<file path="src/rtl/axis_peak_argmax_pkg.sv">
// Shared definitions for the burst peak/argmax summary stage: summary field
// layout, tuser flag positions and the controller state encoding.
package axis_peak_argmax_pkg;

    localparam int INDEX_WIDTH     = 16;
    localparam int TUSER_WIDTH     = 2;
    localparam int TUSER_SHORT_BIT = 0;
    localparam int TUSER_LONG_BIT  = 1;

    typedef enum logic [1:0] {
        ST_ACCUM   = 2'd0,
        ST_OUTPUT  = 2'd1,
        ST_DISCARD = 2'd2
    } state_t;

    // Beat counter width; a one-beat burst still needs a 1-bit counter.
    function automatic int count_width(input int burst_length);
        return (burst_length > 1) ? $clog2(burst_length) : 1;
    endfunction

endpackage

</file>
<file path="src/rtl/cplx_mag_l1.sv">
// L1 magnitude |I|+|Q| of one complex sample; I in the low half, Q in the high half.
module cplx_mag_l1 #(
    parameter int CHANNEL_WIDTH = 64
) (
    input  logic [CHANNEL_WIDTH-1:0] i_sample,
    output logic [CHANNEL_WIDTH/2:0] o_mag
);
    localparam int HALF_W = CHANNEL_WIDTH / 2;

    logic [HALF_W-1:0] w_i;
    logic [HALF_W-1:0] w_q;
    logic [HALF_W-1:0] w_abs_i;
    logic [HALF_W-1:0] w_abs_q;

    assign w_i = i_sample[HALF_W-1:0];
    assign w_q = i_sample[CHANNEL_WIDTH-1:HALF_W];

    // Unsigned reinterpretation makes |-2^(HALF_W-1)| land exactly on 2^(HALF_W-1).
    assign w_abs_i = w_i[HALF_W-1] ? (~w_i + HALF_W'(1)) : w_i;
    assign w_abs_q = w_q[HALF_W-1] ? (~w_q + HALF_W'(1)) : w_q;

    assign o_mag = {1'b0, w_abs_i} + {1'b0, w_abs_q};

endmodule

</file>
<file path="src/rtl/axis_peak_argmax.sv">
// Per-burst, per-channel peak L1 magnitude and its beat index, emitted as one
// AXI-Stream summary beat; overlong bursts are truncated and their tail dropped.
module axis_peak_argmax
    import axis_peak_argmax_pkg::*;
#(
    parameter int NUM_CHANNELS  = 4,
    parameter int CHANNEL_WIDTH = 64,
    parameter int BURST_LENGTH  = 32
) (
    input  logic                                  clk,
    input  logic                                  rst,
    input  logic                                  s_axis_tvalid,
    output logic                                  s_axis_tready,
    input  logic [NUM_CHANNELS*CHANNEL_WIDTH-1:0] s_axis_tdata,
    input  logic                                  s_axis_tlast,
    output logic                                  m_axis_tvalid,
    input  logic                                  m_axis_tready,
    output logic [NUM_CHANNELS*CHANNEL_WIDTH-1:0] m_axis_tdata,
    output logic [TUSER_WIDTH-1:0]                m_axis_tuser
);
    localparam int MAG_WIDTH = CHANNEL_WIDTH / 2 + 1;
    localparam int CNT_W     = count_width(BURST_LENGTH);
    localparam int DATA_W    = NUM_CHANNELS * CHANNEL_WIDTH;

    state_t                   r_state;
    state_t                   w_next_state;
    logic [CNT_W-1:0]         r_count;
    logic [MAG_WIDTH-1:0]     r_max [NUM_CHANNELS];
    logic [INDEX_WIDTH-1:0]   r_idx [NUM_CHANNELS];
    logic                     r_discard;
    logic                     r_s_tready;
    logic                     r_m_tvalid;
    logic [DATA_W-1:0]        r_m_tdata;
    logic [TUSER_WIDTH-1:0]   r_m_tuser;

    logic [MAG_WIDTH-1:0]     w_mag     [NUM_CHANNELS];
    logic [MAG_WIDTH-1:0]     w_new_max [NUM_CHANNELS];
    logic [INDEX_WIDTH-1:0]   w_new_idx [NUM_CHANNELS];
    logic [DATA_W-1:0]        w_summary;
    logic                     w_s_hs;
    logic                     w_m_hs;
    logic                     w_last_slot;
    logic                     w_burst_end;
    logic                     w_long;
    logic                     w_short;
    logic [TUSER_WIDTH-1:0]   w_tuser;

    function automatic logic [CHANNEL_WIDTH-1:0] pack_field(
        input logic [INDEX_WIDTH-1:0] idx,
        input logic [MAG_WIDTH-1:0]   mag
    );
        logic [CHANNEL_WIDTH-1:0] f;
        f                                        = '0;
        f[MAG_WIDTH-1:0]                         = mag;
        f[CHANNEL_WIDTH-1 -: INDEX_WIDTH]        = idx;
        return f;
    endfunction

    assign w_s_hs      = s_axis_tvalid && r_s_tready;
    assign w_m_hs      = r_m_tvalid && m_axis_tready;
    assign w_last_slot = (r_count == CNT_W'(BURST_LENGTH - 1));
    assign w_burst_end = s_axis_tlast || w_last_slot;
    assign w_long      = w_last_slot && !s_axis_tlast;
    assign w_short     = s_axis_tlast && !w_last_slot;

    always_comb begin
        w_tuser                  = '0;
        w_tuser[TUSER_SHORT_BIT] = w_short;
        w_tuser[TUSER_LONG_BIT]  = w_long;
    end

    // Beat 0 always loads; later beats replace only on a strictly larger magnitude.
    for (genvar gi = 0; gi < NUM_CHANNELS; gi++) begin : g_ch
        logic w_upd;

        cplx_mag_l1 #(
            .CHANNEL_WIDTH(CHANNEL_WIDTH)
        ) u_mag (
            .i_sample(s_axis_tdata[gi*CHANNEL_WIDTH +: CHANNEL_WIDTH]),
            .o_mag   (w_mag[gi])
        );

        assign w_upd         = (r_count == '0) || (w_mag[gi] > r_max[gi]);
        assign w_new_max[gi] = w_upd ? w_mag[gi] : r_max[gi];
        assign w_new_idx[gi] = w_upd ? INDEX_WIDTH'(r_count) : r_idx[gi];
        assign w_summary[gi*CHANNEL_WIDTH +: CHANNEL_WIDTH] = pack_field(w_new_idx[gi], w_new_max[gi]);
    end

    // NOTE: every variable gets a default first so no path leaves it unassigned (no latch).
    always_comb begin
        w_next_state = r_state;
        unique case (r_state)
            ST_ACCUM:   if (w_s_hs && w_burst_end)  w_next_state = ST_OUTPUT;
            ST_OUTPUT:  if (w_m_hs)                 w_next_state = r_discard ? ST_DISCARD : ST_ACCUM;
            ST_DISCARD: if (w_s_hs && s_axis_tlast) w_next_state = ST_ACCUM;
            default:                                w_next_state = ST_ACCUM;
        endcase
    end

    // NOTE: sequential state uses non-blocking assignments so all flops update together.
    always_ff @(posedge clk or posedge rst) begin
        if (rst) begin
            r_state    <= ST_ACCUM;
            r_count    <= '0;
            r_discard  <= 1'b0;
            r_s_tready <= 1'b1;
            r_m_tvalid <= 1'b0;
            r_m_tdata  <= '0;
            r_m_tuser  <= '0;
            for (int n = 0; n < NUM_CHANNELS; n++) begin
                r_max[n] <= '0;
                r_idx[n] <= '0;
            end
        end else begin
            r_state    <= w_next_state;
            r_s_tready <= (w_next_state != ST_OUTPUT);
            r_m_tvalid <= (w_next_state == ST_OUTPUT);

            if (r_state == ST_ACCUM && w_s_hs) begin
                for (int n = 0; n < NUM_CHANNELS; n++) begin
                    r_max[n] <= w_new_max[n];
                    r_idx[n] <= w_new_idx[n];
                end
                if (w_burst_end) begin
                    r_count   <= '0;
                    r_m_tdata <= w_summary;
                    r_m_tuser <= w_tuser;
                    r_discard <= w_long;
                end else begin
                    r_count <= r_count + CNT_W'(1);
                end
            end

            if (r_state == ST_OUTPUT && w_m_hs)
                r_discard <= 1'b0;
        end
    end

    assign s_axis_tready = r_s_tready;
    assign m_axis_tvalid = r_m_tvalid;
    assign m_axis_tdata  = r_m_tdata;
    assign m_axis_tuser  = r_m_tuser;

endmodule
</file>
<file path="config.mk">
export PLATFORM = sky130hd
export DESIGN_NAME = axis_peak_argmax
export DESIGN_NICKNAME = d
export VERILOG_FILES = /design/src/rtl/axis_peak_argmax_pkg.sv /design/src/rtl/cplx_mag_l1.sv /design/src/rtl/axis_peak_argmax.sv
export SDC_FILE = /design/constraint.sdc
export NUM_CORES = 2
export LEC_CHECK = 0
export ABC_AREA = 1
export CAP_MARGIN = 15
export CORE_MARGIN = 2
export CORE_UTILIZATION = 30
export CTS_CLUSTER_DIAMETER = 40
export DETAILED_ROUTE_END_ITERATION = 16
export HOLD_SLACK_MARGIN = 0.1
export SLEW_MARGIN = 20
export SYNTH_ARGS = -nofsm -noshare
export SYNTH_HDL_FRONTEND = slang
export SYNTH_SLANG_ARGS = --single-unit
</file>
<file path="constraint.sdc">
create_clock -name clk -period 13.1 [get_ports clk]
set_input_delay 2.62 -clock clk [delete_from_list [all_inputs] [get_ports clk]]
set_output_delay 2.62 -clock clk [all_outputs]
set_load 0.005 [all_outputs]
</file>
======== Word level (Yosys, flattened, before mapping) ========
Index checks and enable logic that the tools add are counted.
storage, ports and cells
  register bits after elaboration ......... 404
  input bits .............................. 261
  logic and storage cells ................. 91
operators by class
  add/sub/neg operators ................... 13
  magnitude comparators ................... 4
  equal/unequal tests ..................... 5
  mux-type cells .......................... 25
  bitwise operators ....................... 8
  reduce and logical (&&, ||, !) cells .... 21
operators by type and width
  kind                                                                     count
  32-bit by 1-bit adder with 32-bit output, second input constant          8
  32-bit 2-to-1 mux                                                        8
  32-bit NOT                                                               8
  32-bit by 32-bit adder with 33-bit output                                4
  33-bit > comparator                                                      4
  33-bit 2-to-1 mux                                                        4
  16-bit 2-to-1 mux                                                        4
  1-bit logical AND                                                        8
  2-bit 2-to-1 mux                                                         4
  2-bit case mux with 3 select lines                                       1
  5-bit by 1-bit adder with 5-bit output, second input constant            1
  5-bit == test, second input constant                                     1
  5-bit zero test                                                          1
  1-bit logical OR                                                         5
  5-bit 2-to-1 mux                                                         1
  2-bit by 1-bit == test with 1-bit output, second input constant          2
  2-bit AND reduction                                                      2
  2-bit nonzero test                                                       2
  1-bit 2-to-1 mux                                                         3
  2-bit == test, second input constant                                     1
  1-bit zero test                                                          2
  2-bit zero test                                                          1
  2-bit by 1-bit inequality test with 1-bit output, second input constant  1

======== Logic depth before layout (Yosys ltp) ========
  depth in word-level cells ............... 7
  depth in mapped cells ................... 39
  depth with buffers taken out ............ 37

======== Hierarchy ========
From an unflattened synthesis, not the netlist that was laid out.
second synthesis, totals
  cell total of the unflattened synthesis .. 6,141
  area, all modules ....................... 38,149.1 µm²
by module, submodules not included
  module                            instances  cells an instance  area an instance (µm²)
  axis_peak_argmax                  1          2,738              21,488.1
  cplx_mag_l1 at g_ch[0].u_mag ...  2          857                4,164.0
  cplx_mag_l1 at g_ch[2].u_mag      1          833                4,181.5
  cplx_mag_l1 at g_ch[3].u_mag      1          856                4,151.5

======== Worst setup path before layout ========
Ideal clock, no wire load.
  path kind ............................... in2reg
  start ................................... input port s_axis_tdata[161]
  end ..................................... register r_max[43] (netlist name)
  data arrival time ....................... 6,464 ps
  data required time ...................... 12,970 ps
  slack ................................... 6,505 ps
  cell stages on the path ................. 34
  cells stage by stage .................... inv_1 -> ha_1 -> inv_1 -> nor4_2 -> nand3_1 -> nor3_2 -> nand2_1 -> o21ai_2 -> xnor2_1 -> ha_1 -> a21oi_1 -> o21ai_0 -> inv_1 -> nand2_1 -> a21oi_1 -> nand3_1 -> nand2_1 -> inv_1 -> ha_1 -> nand2_1 -> nor2_1 -> nand2_1 -> nor2_2 -> nand3_1 -> nand2_1 -> nor2_1 -> nand2_2 -> nand2_2 -> nand2_2 -> nand2_2 -> buf_6 -> buf_6 -> nand2_1 -> o21ai_1
between the ends
  word-level cells in the longest chain between the ends .. 7
RTL lines
  item                                         line                     text
  from (decl)                                  axis_peak_argmax.sv:14   input logic [NUM_CHANNELS*CHANNEL_WIDTH-1:0] s_axis_tdata,
  32-bit NOT                                   cplx_mag_l1.sv:20        assign w_abs_q = w_q[HALF_W-1] ? (~w_q + HALF_W'(1)) : w_q;
  32-bit by 1-bit adder with 32-bit output     cplx_mag_l1.sv:20
  32-bit 2-to-1 mux *                          cplx_mag_l1.sv:20
  32-bit by 32-bit adder with 33-bit output *  cplx_mag_l1.sv:22        assign o_mag = {1'b0, w_abs_i} + {1'b0, w_abs_q};
  33-bit > comparator                          axis_peak_argmax.sv:83   assign w_upd = (r_count == '0) || (w_mag[gi] > r_max[gi]);
  1-bit logical OR                             axis_peak_argmax.sv:83
  33-bit 2-to-1 mux *                          axis_peak_argmax.sv:84   assign w_new_max[gi] = w_upd ? w_mag[gi] : r_max[gi];
  to (signal, indexed assignment)              axis_peak_argmax.sv:121  r_max[n] <= w_new_max[n];
  to (decl)                                    axis_peak_argmax.sv:28   logic [MAG_WIDTH-1:0] r_max [NUM_CHANNELS];
Every way passes the cells marked *; elsewhere a longest branch is shown, timed or not.
A chain may end at the register's enable or synchronous reset.

======== Worst setup path after layout ========
  start ................................... input port s_axis_tdata[0]
  end ..................................... register r_max[131] (netlist name)
between the ends
  word-level cells in the longest chain between the ends .. 7
RTL lines
  item                                         line                    text
  32-bit NOT                                   cplx_mag_l1.sv:19       assign w_abs_i = w_i[HALF_W-1] ? (~w_i + HALF_W'(1)) : w_i;
  32-bit by 1-bit adder with 32-bit output     cplx_mag_l1.sv:19
  32-bit 2-to-1 mux *                          cplx_mag_l1.sv:19
  32-bit by 32-bit adder with 33-bit output *  cplx_mag_l1.sv:22
  33-bit > comparator                          axis_peak_argmax.sv:83
  1-bit logical OR                             axis_peak_argmax.sv:83
  33-bit 2-to-1 mux *                          axis_peak_argmax.sv:84
Marked as above.

==> metrics list <==
- In this run the power density over the cells is roughly 190 nW/um2.
* Initial Util: ~30%
- Peak Freq: 112.5 MHz
- The area growth from synthesis to layout is 24.87%.
- The most used flip-flop cell after synthesis is sky130_fd_sc_hd__dfrtp_1.
- Fraction of the yosys area taken by sequential cells: between 20% and 30%
- The longest clock path from root to sink contains 3 buffers.
- The number of failing hold endpoints at the final stage is 0.
* Sum of overflow across all layers after global routing: 0
- Overall die height: around 350 um
- The biggest area contributor in the post-synthesis netlist is sky130_fd_sc_hd__dfrtp_1.
* Global-route wire length before repair: slightly below 200 mm
* Synthesized-area fraction occupied by xor and xnor cells: roughly 6.6%
- The synthesized design contains 0 enable-type register cells.
* Period utilisation layout: between 60% and 70%
- Summed over all nets, the half-perimeter wirelength after detailed placement is between 90 and 100 mm.
- Measured against the total synthesized area, the mux share comes to 0%.
- I/O Pins: 521
- Layout cell share with drive strength beyond 1: under 10%
- Worst-path fanout max: 45
- The worst-case IR drop observed on VDD is about 0.10 mV.
- The cell sitting at the root of the clock tree is a sky130_fd_sc_hd__clkbuf_16.
- Via count of the routed design: about 36000
- Clock latency reported for the late side of the worst-skew pair: 0.67 ns
- By area the synthesized netlist is led by sky130_fd_sc_hd__dfrtp_1, sky130_fd_sc_hd__nand2_1, sky130_fd_sc_hd__ha_1, sky130_fd_sc_hd__inv_1, sky130_fd_sc_hd__nand3_1.
- The H-tree generated during clock tree synthesis spans 3 levels.
- The number of hold buffers added after CTS was 0.
- Via density: between 4 and 5
- Across the routed clock network, the largest skew measured is approximately 0.045 ns.
* Post-synthesis share of cell area spent on full adders, half adders and majority gates: between 9 and 10%
- Element type at the critical path end: register
- Total negative setup slack: 0 ns
* Number of antenna violations at the first check in global routing: 1
- The worst pin sits at a relative slew slack of between 30% and 40%.
- Synthesized cell area: approximately 36000 um2
- The setup path with the least slack is of type primary input to register.
- The largest individual stage delay along the critical path comes from the cell sky130_fd_sc_hd__nand2_2.
- In the global route stage, overall resource usage came out at around a fifth.
- Via count of the first global-routing pass: approximately 35000
- In this run the remaining antenna-violating nets after routing total 0.
- Number of cells produced by synthesis: around 5600
* Maxcap violations: 0
* Leakage power: 23.23 nW
* Number of register bits inferred by synthesis: ~400
* Pin count of the biggest net entering global routing: slightly below 200
- Worst-case register-to-register setup slack: between 9 and 10 ns
- Buffers inserted during post-CTS setup optimization: 0
- The die is between 300 and 400 um wide.
- After clock tree synthesis, the repair step resized 0 gates.
- STA classifies the critical path startpoint as a primary input.
- Registers take between 10000 and 15000 um2.
- Final critical delay including setup and external delays: 8.890 ns
* Dominant combinational cell family by area after synthesis: simple AND/OR/NAND/NOR gates
* Number of cells in the finished layout apart from fillers: 7585
- Total detailed-routing wirelength: ~130 mm
- Met1 demand-to-capacity share in global routing: 27.15%
- The repair_antennas step left the layout with diodes totalling 0.
- The average instance in the mapped netlist occupies 6.455 um2.
* # setup viols final: 0
- Outcome: finished clean
- Clock transition at path regs: 0.05 ns
- Number of buffers added on ports: 460
- Worst endpoint required time: 13.59 ns
* Layout Nets: 6507
* Warnings from Yosys: 0
- Summing the areas of all and, or, nand and nor instances in the mapped netlist gives 33.85% of the synthesized area.
- In the synthesized netlist the async set-or-reset flop fraction comes to 100.0%.
- In this run the biggest area consumer among cell types represents approximately 28% of the synthesized area.
- In this run the most used layer during global routing was met2.
- Total iterations of the first detailed-routing run: 6
- Floorplan row count: approximately 130
- Area of the core: 118200 um2
- Detail-routed net length per standard cell: ~17 um
- The tightest min-delay check is of the register to register type.
- Critical path's most frequent cell: sky130_fd_sc_hd__inv_1
- Including well taps, the total number of placed cells is 7412.
- Total clock buffers created by CTS: 92
* Die Footprint: approximately 120000 um2
- Counting every sink on the clock net gives between 400 and 500.
- Global-route met2 utilization: about a third
* RSZ-0062 raised after global routing: no
- Number of inserted filler cells in the final layout: between 10000 and 15000
- The multi-input combinational cells in the finished layout cover a total of 21470 um2.
- Data arrives at the worst endpoint at about 9.4 ns.
- In this design, the stage delay of the slowest critical-path cell is ~0.66 ns.
* Count of unique library cells instantiated by Yosys: 50
* Pin slew with the least headroom to its limit: between 0.9 and 1 ns
- Compound-Gate Fraction of Synth Area: ~9.2%
- DRT iter0 DRCs: roughly 2300
- After detailed routing, the number of remaining DRC violations is 0.
* Routability Congestion: between 0.9 and 1
- The max-slew violation count was 0.
- Global routing consumed, on the met3 layer, under 10% of the routing resources.
- CTS tree: built
-- critical path, delay by kind of cell --
family | cells | cell delay [ns]
buffers and inverters | 6 | 1.25
AND/OR/NAND/NOR | 15 | 3.65
AO/OA/AOI/OAI | 5 | 0.87
XOR/XNOR | 1 | 0.17
adder cells (fa/ha/maj) | 3 | 0.77
-- kinds of logic after synthesis --
family	count (synthesis)
AO/OA/AOI/OAI	629
XOR/XNOR	268
adder cells (fa/ha/maj)	275
buffers and inverters	1059
flip-flops	404
other	1
AND/OR/NAND/NOR	2916
-- through the flow --
stage	total power, mW	cell area [um2]	utilization, %	worst slack, ns	hold slack (ns)
floorplan	4.598	36060	-	5.039	0.4530
global placement	6.039	41480	35.08	3.600	0.4632
detailed placement	6.077	41480	35.08	3.568	0.4641
CTS	8.528	44720	37.82	4.264	0.4781
global route	9.181	44750	37.84	3.517	0.4920
finish	8.436	44750	37.84	4.210	0.4740
-- layer usage --
metal | up-vias | share of wire [%]
li1 | 18280 | -
met2 | 914 | 45
met4 | 0 | 2.8
met1 | 16490 | 46
met3 | 177 | 6.2
met5 | - | 0
-- where the power goes --
group	internal, mW	switching [mW]
Clock	1.51	0.858
Combinational	1.51	2.58
Sequential	1.68	0.293
Total	4.70	3.73
-- Yosys cell counts (4+ instances only) --
cell type / instances
sky130_fd_sc_hd__nand4_1: 52
sky130_fd_sc_hd__nand3_1: 490
sky130_fd_sc_hd__nand3b_1: 26
sky130_fd_sc_hd__or2_2: 11
sky130_fd_sc_hd__buf_1: 4
sky130_fd_sc_hd__a21oi_1: 234
sky130_fd_sc_hd__o31ai_1: 5
sky130_fd_sc_hd__nor2_1: 449
sky130_fd_sc_hd__o21bai_1: 13
sky130_fd_sc_hd__buf_6: 17
sky130_fd_sc_hd__nor4_1: 19
sky130_fd_sc_hd__xor2_1: 184
sky130_fd_sc_hd__buf_2: 34
sky130_fd_sc_hd__o211ai_1: 6
sky130_fd_sc_hd__xnor2_1: 84
sky130_fd_sc_hd__clkbuf_1: 71
sky130_fd_sc_hd__o21ai_1: 145
sky130_fd_sc_hd__o21ai_0: 194
sky130_fd_sc_hd__o21a_1: 6
sky130_fd_sc_hd__nor3_1: 53
sky130_fd_sc_hd__fa_1: 4
sky130_fd_sc_hd__nor2_2: 19
sky130_fd_sc_hd__inv_1: 828
sky130_fd_sc_hd__buf_4: 92
sky130_fd_sc_hd__nand2b_1: 4
sky130_fd_sc_hd__inv_2: 11
sky130_fd_sc_hd__nand2_1: 1765
sky130_fd_sc_hd__a21o_1: 5
sky130_fd_sc_hd__a31oi_1: 12
sky130_fd_sc_hd__ha_1: 271
sky130_fd_sc_hd__nand2_2: 11
sky130_fd_sc_hd__dfrtp_1: 403
-- sequential cells by signal, indices dropped and copies added (netlist names) --
| name | count |
|---|---|
| r_discard | 1 |
| m_axis_tdata | 196 |
| s_axis_tready | 1 |
| m_axis_tvalid | 1 |
| r_idx | 64 |
| m_axis_tuser | 2 |
| r_state | 2 |
| r_max | 132 |
| r_count | 5 |
-- path summary, 6_finish.rpt --
| path | startpoint | end | cells after the start |
|---|---|---|---|
| max | s_axis_tdata[0] | r_max[131] | 30 |
| min | m_axis_tdata[48] | m_axis_tdata[48] | 2 |
| min reg2reg | m_axis_tdata[48] | m_axis_tdata[48] | 2 |
| max reg2reg | r_count[3] | r_max[74] | 9 |
| max in group asynchronous | rst | m_axis_tdata[22] | 5 |
| min in group asynchronous | rst | m_axis_tdata[182] | 3 |
-- area by class of cell --
cell class                      instances  share of cell area [%]
Inverter                              841                   7.080
Clock buffer                          106                   5.464
Clock inverter                         66                   1.773
Tap cell                             1536                   4.295
Sequential cell                       404                   22.60
Timing Repair Buffer                  484                   10.82
Multi-Input combinational cell       4148                   47.97
-- cell usage in the layout (no fill, tap or decap), types with 20 or more instances in the layout --
cell type,n
sky130_fd_sc_hd__nand2_1,1763
sky130_fd_sc_hd__inv_1,827
sky130_fd_sc_hd__nand3_1,490
sky130_fd_sc_hd__clkdlybuf4s50_1,460
sky130_fd_sc_hd__nor2_1,449
sky130_fd_sc_hd__dfrtp_1,403
sky130_fd_sc_hd__ha_1,271
sky130_fd_sc_hd__a21oi_1,234
sky130_fd_sc_hd__o21ai_0,194
sky130_fd_sc_hd__xor2_1,184
sky130_fd_sc_hd__o21ai_1,145
sky130_fd_sc_hd__clkbuf_16,92
sky130_fd_sc_hd__xnor2_1,84
sky130_fd_sc_hd__conb_1,60
sky130_fd_sc_hd__nor3_1,53
sky130_fd_sc_hd__nand4_1,52
sky130_fd_sc_hd__nand3b_1,26
sky130_fd_sc_hd__buf_4,20
Note: power is estimated with default switching activity, not from simulation.
